<file path="src/rtl/ad7476a_sample_ctrl.sv">
// AD7476A conversion scheduler: periodic ss/sck frame, 16-bit capture, header check.
// Latency: ss low 1 cycle after tick, sample 33*CLK_DIV later; backpressure: one-deep holding register, overwrite counts overrun.
module ad7476a_sample_ctrl #(
    parameter int CLK_DIV       = 4,
    parameter int SAMPLE_PERIOD = 2272,
    parameter int QUIET_CYCLES  = 5
) (
    input  logic        clk,
    input  logic        rst_n,
    input  logic        enable,
    input  logic        miso,
    output logic        ss,
    output logic        sck,
    output logic [11:0] sample_data,
    output logic        sample_valid,
    input  logic        sample_ready,
    output logic        busy,
    output logic        frame_err,
    output logic [7:0]  overrun_cnt
);

    localparam int TW = $clog2(SAMPLE_PERIOD);
    localparam int HW = $clog2(CLK_DIV);
    localparam int QW = $clog2(QUIET_CYCLES + 1);

    typedef enum logic [1:0] {IDLE, SHIFT, QUIET} state_t;

    state_t         state_q, state_d;
    logic [TW-1:0]  timer_q, timer_d;
    logic           pending_q, pending_d;
    logic [HW-1:0]  hc_q, hc_d;
    logic [5:0]     edge_q, edge_d;
    logic [QW-1:0]  qc_q, qc_d;
    logic [15:0]    shreg_q, shreg_d;
    logic           ss_q, ss_d;
    logic           sck_q, sck_d;
    logic [11:0]    data_q, data_d;
    logic           valid_q, valid_d;
    logic           busy_q, busy_d;
    logic           err_q, err_d;
    logic [7:0]     ovr_q, ovr_d;

    logic tick, frame_done, load, accept;

    always_comb begin
        tick       = enable && (timer_q == '0);
        timer_d    = '0;
        if (enable) begin
            timer_d = (timer_q == TW'(SAMPLE_PERIOD - 1)) ? '0 : timer_q + TW'(1);
        end
        pending_d  = pending_q | tick;
        state_d    = state_q;
        hc_d       = hc_q;
        edge_d     = edge_q;
        qc_d       = qc_q;
        shreg_d    = shreg_q;
        ss_d       = ss_q;
        sck_d      = sck_q;
        frame_done = 1'b0;

        case (state_q)
            IDLE: begin
                // Taking the tick directly keeps ss one cycle behind it.
                if (pending_q || tick) begin
                    state_d   = SHIFT;
                    ss_d      = 1'b0;
                    sck_d     = 1'b1;
                    hc_d      = '0;
                    edge_d    = '0;
                    pending_d = 1'b0;
                end
            end
            SHIFT: begin
                if (hc_q == HW'(CLK_DIV - 1)) begin
                    hc_d = '0;
                    if (edge_q == 6'd32) begin
                        state_d    = QUIET;
                        ss_d       = 1'b1;
                        qc_d       = '0;
                        frame_done = 1'b1;
                    end else begin
                        sck_d  = ~sck_q;
                        edge_d = edge_q + 6'd1;
                        if (!sck_q) begin
                            shreg_d = {shreg_q[14:0], miso};
                        end
                    end
                end else begin
                    hc_d = hc_q + HW'(1);
                end
            end
            QUIET: begin
                if (qc_q == QW'(QUIET_CYCLES - 1)) begin
                    state_d = IDLE;
                end else begin
                    qc_d = qc_q + QW'(1);
                end
            end
            default: begin
                state_d = IDLE;
                ss_d    = 1'b1;
                sck_d   = 1'b1;
            end
        endcase

        err_d   = frame_done && (shreg_q[15:12] != 4'h0);
        load    = frame_done && (shreg_q[15:12] == 4'h0);
        accept  = valid_q && sample_ready;
        data_d  = load ? shreg_q[11:0] : data_q;
        valid_d = load ? 1'b1 : (accept ? 1'b0 : valid_q);
        ovr_d   = ovr_q;
        if (load && valid_q && !sample_ready && (ovr_q != 8'hFF)) begin
            ovr_d = ovr_q + 8'd1;
        end
        busy_d  = (state_d != IDLE);
    end

    always_ff @(posedge clk or negedge rst_n) begin
        if (!rst_n) begin
            state_q   <= IDLE;
            timer_q   <= '0;
            pending_q <= 1'b0;
            hc_q      <= '0;
            edge_q    <= '0;
            qc_q      <= '0;
            shreg_q   <= '0;
            ss_q      <= 1'b1;
            sck_q     <= 1'b1;
            data_q    <= '0;
            valid_q   <= 1'b0;
            busy_q    <= 1'b0;
            err_q     <= 1'b0;
            ovr_q     <= '0;
        end else begin
            state_q   <= state_d;
            timer_q   <= timer_d;
            pending_q <= pending_d;
            hc_q      <= hc_d;
            edge_q    <= edge_d;
            qc_q      <= qc_d;
            shreg_q   <= shreg_d;
            ss_q      <= ss_d;
            sck_q     <= sck_d;
            data_q    <= data_d;
            valid_q   <= valid_d;
            busy_q    <= busy_d;
            err_q     <= err_d;
            ovr_q     <= ovr_d;
        end
    end

    assign ss           = ss_q;
    assign sck          = sck_q;
    assign sample_data  = data_q;
    assign sample_valid = valid_q;
    assign busy         = busy_q;
    assign frame_err    = err_q;
    assign overrun_cnt  = ovr_q;

endmodule

</file>
<file path="config.mk">
export PLATFORM = sky130hd
export DESIGN_NAME = ad7476a_sample_ctrl
export DESIGN_NICKNAME = d
export VERILOG_FILES = /design/src/rtl/ad7476a_sample_ctrl.sv
export SDC_FILE = /design/constraint.sdc
export NUM_CORES = 1
export LEC_CHECK = 0
export CAP_MARGIN = 20
export CORE_MARGIN = 3
export CORE_UTILIZATION = 56
export DETAILED_ROUTE_END_ITERATION = 8
export HOLD_SLACK_MARGIN = 0.05
export PLACE_DENSITY = 0.78
export SYNTH_ARGS = -nofsm -noshare
export SYNTH_HDL_FRONTEND = slang
export SYNTH_SLANG_ARGS = --single-unit
</file>
<file path="constraint.sdc">
create_clock -name clk -period 2.3 [get_ports clk]
set_input_delay 0.23 -clock clk [delete_from_list [all_inputs] [get_ports clk]]
set_output_delay 0.23 -clock clk [all_outputs]
set_load 0.01 [all_outputs]
</file>
# Yosys cells after proc, flatten, opt, wreduce, memory -nomap -nowiden
# Index checks and enable logic that the tools add are counted.
# classes
n_eq_ne	12
muxes	33
reduce_logical	23
n_bitwise	4
add_sub_neg	5
# op_table
op	count
$mux W12	2
$reduce_and A4 Y1	5
$mux W6	3
$mux W1	13
$add A12 B1 Y12 const B	1
$eq A12 B12 Y1 const B	1
$logic_not A12 Y1	1
$mux W2	6
$pmux W6 S2	1
$ne A2 B2 Y1 const B	5
$mux W3	3
$add A8 B1 Y8 const B	1
$ne A8 B8 Y1 const B	1
$reduce_bool A2 Y1	4
$logic_and A1 B1 Y1	7
$add A6 B1 Y6 const B	1
$eq A6 B6 Y1 const B	1
$pmux W1 S3	2
$pmux W2 S3	1
$pmux W3 S2	1
$eq A2 B2 Y1 const B	2
$logic_not A4 Y1	1
$pmux W2 S2	1
$reduce_bool A4 Y1	1
other kinds (10)	12
# word_totals
elab_cells	91
inputBits	5
output_inout_bits	25
regBits	67

# Logic depth before layout (Yosys ltp)
# Gate-level depths: netlist of the first run.
# logic_depth
ltp_word	8
ltp_mapped	8
depth_no_buf	6

# Worst setup path after synthesis of the first run
# Ideal clock, no wire load.
# synth_timing
path_kind	register to register
start	register edge_q[0]
end	register shreg_q[10]
n_path_buf	1
path_slack_ns	0.320
required_time_ns	2.173
stages_incl_launch_ff	8
arrival_time_ns	1.852
synth_period_minus_slack_ns	1.980
setup_time_ns	0.127
path_cell_list	dfrtp_1 -> inv_1 -> ha_1 -> nor4b_4 -> a21boi_2 -> nor3b_4 -> buf_6 -> mux2_1
# synth_between
elab_chain_len	3
# synth_lines
item	line_no	rtl
start, declared	32	logic [5:0] edge_q, edge_d;
start signal, assigned	139	edge_q <= edge_d;
$eq A6 B6 Y1	76	if (edge_q == 6'd32) begin
$not A1 Y1 (no source line)	--	
$reduce_and A4 Y1 (no source line)	--	
end signal, assigned	141	shreg_q <= shreg_d;
end, declared	34	logic [15:0] shreg_q, shreg_d;
# No other way between the ends.
# A chain may end at the register's enable or synchronous reset.

# Worst setup path after layout of the first run
# layout_timing
start	register edge_q[0]
end	register shreg_q[14]
# The elaborated chain is that of the path after synthesis.

==> results of run 1 <==
-- metrics by stage --
step	cell area (um^2)	util, %	worst slack, ps	cells
2_1_floorplan	3050	-	320	254
3_3_place_gp	3450	66.3	285	353
3_5_place_dp	3450	66.3	187	353
4_1_cts	3700	71.2	204	370
5_1_grt	3710	71.3	107	370
6_report	3710	71.3	251	370
-- cells in the mapped netlist (2+ instances only) --
cell type / n / area (um^2)
inv_1: 11 / 41.3
nor3_1: 8 / 40.0
and2_1: 4 / 25.0
xor2_1: 10 / 87.6
nor4b_2: 2 / 30.0
mux2_1: 22 / 248
nor4_2: 2 / 25.0
dfrtp_1: 65 / 1630
nor4_1: 5 / 31.3
clkbuf_1: 2 / 7.51
buf_6: 3 / 33.8
and3_1: 3 / 18.8
nand3_1: 15 / 75.1
dfstp_2: 2 / 52.6
o21ai_0: 4 / 20.0
nand4_1: 7 / 43.8
a21oi_1: 4 / 20.0
ha_1: 8 / 100
mux2_2: 8 / 90.1
nand2_1: 16 / 60.1
xnor2_1: 7 / 61.3
a2bb2oi_1: 2 / 17.5
nand2b_1: 2 / 12.5
nor2_1: 19 / 71.3
-- repair_timing --
item,CTS,global route
resized for setup,0,1
endpoints found under the hold margin,23,0
hold buffers,1,0
setup endpoints to repair,0,1
-- flip-flops by register name, summed over array words and instances (netlist names), 2 cells and up --
signal	cells
timer_q	12
shreg_q	16
overrun_cnt	8
sample_data	12
edge_q	6
hc_q	2
qc_q	3
state_q	2
-- layout make-up --
class                      count  area [um^2]
clock inverter                 5          100
clock buffer                  11          141
tap                           70         87.6
timing repair buffer          37          373
sequential                    67         1680
fill                         375         1490
inverter                      11         41.3
multi-input combinational    169         1290
-- kinds of logic (layout without fill, tap and decap cells) --
family	Yosys count	in the layout	share of synthesized area [%]
mux	30	30	11.1
compound gates	20	20	4.59
xor+xnor	17	17	4.88
fa+ha+maj	8	8	3.28
buf+inv	18	64	2.99
flops	67	67	55.0
simple gates	94	94	18.2
-- final timing paths --
check,slack [ps],to
max,250,shreg_q[14]$_DFFE_PN0P_
min,410,qc_q[1]$_DFFE_PN0P_
max reg2reg,250,shreg_q[14]$_DFFE_PN0P_
min reg2reg,490,sample_data[4]$_DFFE_PN0P_
max in group asynchronous,1220,ss$_DFFE_PN1P_
min in group clk,490,sample_data[4]$_DFFE_PN0P_
-- power breakdown --
group | internal, mW | leakage [nW] | total (mW) | switching, mW
Combinational | 0.0225 | 0.724 | 0.0587 | 0.0362
Sequential | 1.19 | 0.877 | 1.20 | 0.00964
Clock | 0.747 | 0.123 | 1.19 | 0.441
Total | 1.96 | 1.72 | 2.44 | 0.487
-- routing by layer --
metal | part of all wire [%] | global-route usage (%) | vias to the layer above
li1 | - | - | 986
met5 | 0 | 0 | -
met1 | 47 | 25.8 | 989
met2 | 48 | 29.1 | 34
met4 | 1.3 | 7.43 | 0
met3 | 3.1 | 5.19 | 9
-- worst max-delay path, stage by stage (launching register included) --
cell and delay, ps:
dfrtp_1 420, inv_1 60, ha_1 210, nor4b_4 150
a21boi_2 300, nor3b_4 280, buf_12 180, mux2_1 330
-- layout by cell type, fill, tap and decap left out, types with 4 or more instances in the layout --
master / n
ha_1: 8
xnor2_1: 7
nand2_1: 16
nand3_1: 15
and2_1: 4
nand4_1: 7
nor4_1: 5
dfrtp_1: 65
inv_1: 11
buf_4: 5
clkdlybuf4s50_1: 28
a21oi_1: 4
o21ai_0: 4
xor2_1: 10
mux2_1: 22
mux2_2: 8
nor3_1: 8
nor2_1: 19
clkbuf_8: 10
==> results.md, run 1 <==
- Outcome: finished clean
- Synthesized instance count: around 250
- Worst r2r src: edge_q[0]$_DFFE_PN0P_
- RSZ-0062 raised after global routing: no
- FF+latch count, synth: 67
- Period utilization: 89.1%
- F_max: a little under 500 MHz
- Maximum Capacitance Violations: 0
- Final clock skew: about 5 ps
- CP startpoint kind: flop
- Total Power: 2.44 mW
- Total GRT Usage: between 10% and 20%
- Port bufs: 29
- Antenna cells: 0
- Worst reg2reg path depth: 7
- P per Cell Area: 658 nW/um^2
- Final hold violation count: 0
- Post-route ant nets: 0
- Via Count: about 2000
- Warnings from Yosys: 0
- Core footprint: between 5000 and 6000 um^2
- GPL Wtd Cong: around 0.81
- Critical path arrival: roughly 2300 ps
- Root buffer cell: clkbuf_8
- Tmin final: a little over 2000 ps
- Hold Path Class: input port to async pin
- Worst setup EP type: flop
- Final hold slack: 415 ps
- Worst Setup SP: edge_q[0]$_DFFE_PN0P_
- Global-route wire length before repair: between 9000 and 10000 um
- Share of cells above drive strength 1: between 10 and 15%
- Crit path required time: 2520 ps
- Final setup TNS: 0 ps
- DRT iter0 DRCs: 96
- Final Max Slew Viols: 0
- Ys flop type: dfrtp_1
- Clock tree buffer depth: 2
- Drt first pass iters: 4
- Critical path class: flop to flop
- TritonCTS Buffers: 9
- Slew headroom: between 60% and 70%
- Static Leak: 1.72 nW
- Initial core utilization: approximately three fifths
- Die Width: ~80 um
- Worst-path clk slew: 70 ps
- Residual DRC: 0
- Mean post-synth cell area: approximately 12 um^2
- Die Footprint: around 6400 um^2
- TritonCTS clock tree: done
- Cell Rows: 26
- Final setup violating endpoints: 0
- Num Clock Sinks: 67
- Initial antenna violation count: 0
- Total Wirelength: 5390 um
- Worst-Skew Late Latency: ~340 ps
- # IOs: 30
- Die Y: 79.8 um
- Synth-to-Final Area Change: 21.6%
- Post-synth EDFFs: 0
- Register area share after synthesis: a little under three fifths
- Least-Margin Pin Slew: 567 ps
- Final HPWL DP: approximately 3600 um
- Nets: ~310
- Number of distinct library cells after synthesis: 47
- Buffer count from post-CTS setup fixing: 0
- Syn Nets: 267
- Pin count of the biggest net entering global routing: 45
- Share of synthesized flip-flops with an asynchronous set or reset: 100%
- Total gr overflow: 0
- Largest fanout on the critical path: 16
- Peak VDD IR: 532 uV
- Wire per inst: ~15 um
- DR vias/cell: approximately 5.5
- Vias in the first global route: roughly 2000
- Synthesized area: between 3000 and 4000 um^2
- H-tree depth: 3
(Power assumes the default switching activity.)
==> inputs of run 2 (changes only) <==
Settings changed: CELL_PAD_IN_SITES_DETAIL_PLACEMENT from default to 1, CELL_PAD_IN_SITES_GLOBAL_PLACEMENT from default to 2, CORE_UTILIZATION 56 to 38, PLACE_DENSITY 0.78 to default, PLACE_DENSITY_LB_ADDON from default to 0.1.
==> run 2 against run 1 <==
Hold slack better by 18 ps. Sequential power about the same. Combinational power up 3.6%. Global-route usage down 4.5 points. Clock-buffer cell count down 2. Die area up 43%. Wire length up 11%. Sequential cell count unchanged. Final cell count up 9.7%. First-iteration DRC count down 49%.
==> results.md, run 2 (synthesized netlist as in run 1, its figures left out) <==
- H-tree depth: 3 (unchanged)
- Vias in the first global route: 2148 (+7.0%)
- Final setup TNS: 0 ps (unchanged)
- Worst-Skew Late Latency: 340 ps (about the same)
- Pin count of the biggest net entering global routing: 68 (+51%)
- Total Power: 2.24 mW (-8.2%)
- DRT iter0 DRCs: 49 (-49%)
- Die Y: 95.6 um (+20%)
- Core footprint: 7770 um^2 (+49%)
- Outcome: finished clean
- Clock tree buffer depth: 2 (unchanged)
- Total GRT Usage: 14.6% (-4.5 points)
- Post-route ant nets: 0 (unchanged)
- Root buffer cell: clkbuf_8
- Wire per inst: 14.7 um (+0.73%)
- Global-route wire length before repair: 10200 um (+8.1%)
- Commonest non-fill, non-tap cell in the layout: dfrtp_1
- Met2 usage: 23.0% (-6.1 points)
- Residual DRC: 0 (unchanged)
- Crit-path slowest cell: dfrtp_1
- Final hold slack: 433 ps (+18.0 ps)
- Antenna cells: 0 (unchanged)
- Peak VDD IR: 253 uV (-52%)
- Die Width: 95.6 um (+20%)
- CP startpoint kind: flop
- CP top delay family: simple AND/OR/NAND/NOR gates
- Port bufs: 29 (unchanged)
- Period utilization: 89.1% (about the same)
- # IOs: 30 (unchanged)
- DR vias/cell: 5.05 (-7.3%)
- Largest reg by FF count: shreg_q
- GPL Wtd Cong: 0.720 (-11%)
- Initial core utilization: 39.3% (-19 points)
- Die Footprint: 9140 um^2 (+43%)
- Least-Margin Pin Slew: 472 ps (-94.9 ps)
- Tmin final: 2050 ps (+0.519 ps)
- Critical path class: flop to flop
- TritonCTS Buffers: 9 (unchanged)
- Worst-path clk slew: 80 ps (about the same)
- Finished Layout Cells: 406 (+9.7%)
- Met1 usage: 18.7% (-7.1 points)
- Total Wirelength: 5960 um (+11%)
- Core Util, Final: 48.1% (-23 points)
- Drt first pass iters: 4 (unchanged)
- Via Count: 2052 (+1.7%)
- CTS resizes: 0 (unchanged)
- Crit path required time: 2530 ps (about the same)
- Worst r2r src: edge_q[0]$_DFFE_PN0P_
- Final Max Slew Viols: 0 (unchanged)
- Num Clock Sinks: 67 (unchanged)
- Worst setup EP type: flop
- Worst path max stage delay: 420 ps (about the same)
- Nets: 312 (+1.3%)
- RSZ-0062 raised after global routing: no
- F_max: 488 MHz (about the same)
- Placed Area: 3520 um^2 (+2.0%)
- Final clock skew: 9.36 ps (+4.48 ps)
- Cell Rows: 32 (+23%)
- Share of cells above drive strength 1: 15.8% (+1.5 points)
- Largest register FFs: 16 (unchanged)
- Grt met3 use: 2.92% (-2.3 points)
- Synth-to-Final Area Change: 22.3%
- Final setup violating endpoints: 0 (unchanged)
- Initial antenna violation count: 0 (unchanged)
- Total gr overflow: 0 (unchanged)
- Final instance area: 3730 um^2 (+0.54%)
- CP Cell Sequence: inv_1 > ha_1 > nor4b_4 > a21boi_2 > nor3b_4 > buf_12 > mux2_2
- Final HPWL DP: 4200 um (+15%)
- Final Worst Setup Slack: 250 ps (-0.519 ps)
- Post-Place Cells: 389 (+10%)
- Static Leak: 1.70 nW (-1.4%)
- Buf+Inv Stages, Crit Path: 2 (unchanged)
- Hold Path Class: input port to async pin
- Most frequent cells in the layout: dfrtp_1, clkdlybuf4s50_1, mux2_1
- Worst slack, placed: 175 ps (-12.1 ps)
- Slew headroom: 68.5% (+6.3 points)
- Largest fanout on the critical path: 16 (unchanged)
- TritonCTS clock tree: done
- Maximum Capacitance Violations: 0 (unchanged)
- Worst Setup SP: edge_q[0]$_DFFE_PN0P_
- P per Cell Area: 601 nW/um^2 (-8.7%)
- Critical path arrival: 2280 ps (about the same)
- GRT Max-Usage Layer: met2
- Final hold violation count: 0 (unchanged)
-- run 2: changes by cell type in the layout (fill, tap and decap cells not counted) --
cell        before  now
bufinv_16        3    1
clkbuf_8        10    9
clkinvlp_4       0    2
buf_4            5    9
clkinv_4         0    2
nand4_2          0    1
nand4_4          1    0
clkbuf_1         1    0
clkinv_2         2    1
inv_6            0    1
-- run 2: worst min-delay path: stages --
cell and delay (ps):
dlygate4sd3_1 520, buf_2 120, buf_12 310
-- run 2: final cells by class --
type                       count  area [um^2]
sequential                    67         1680
tap                          102          128
fill                         842         4040
inverter                      11         41.3
clock buffer                   9          124
timing repair buffer          41          403
clock inverter                 7         76.3
multi-input combinational    169         1280
-- run 2: path summary, 6_finish.rpt --
kind | cells past startpoint | slack, ps | end
worst max-delay path | 7 | 250 | shreg_q[3]$_DFFE_PN0P_
worst min-delay path | 3 | 430 | overrun_cnt[4]$_DFFE_PN0P_
worst max register to register | 7 | 250 | shreg_q[3]$_DFFE_PN0P_
worst min register to register | 1 | 500 | shreg_q[15]$_DFFE_PN0P_
max in group asynchronous | 3 | 1530 | ss$_DFFE_PN1P_
min in group clk | 2 | 490 | shreg_q[0]$_DFFE_PN0P_
-- run 2: repair_timing --
| action | 4_1_cts | 5_1_grt |
|---|---|---|
| hold buffers | 1 | 0 |
| setup buffers | 0 | 0 |
| endpoints found under the hold margin | 65 | 0 |
| endpoints found under the setup margin | 0 | 0 |
-- run 2: metal layers --
layer  share of wire [%]  vias up  wire (um)
li1                    -      986          -
met1                  47     1034       2770
met2                  49       21       2930
met3                 2.4       11        146
met4                 1.9        0        116
met5                   0        -          0
-- run 2: power by group --
group	internal (mW)	leakage [nW]	switching [mW]	total, mW
logic	0.0237	0.727	0.0371	0.0608
clock network	0.505	0.0958	0.480	0.986
registers	1.19	0.877	0.00942	1.20
total	1.72	1.70	0.527	2.24
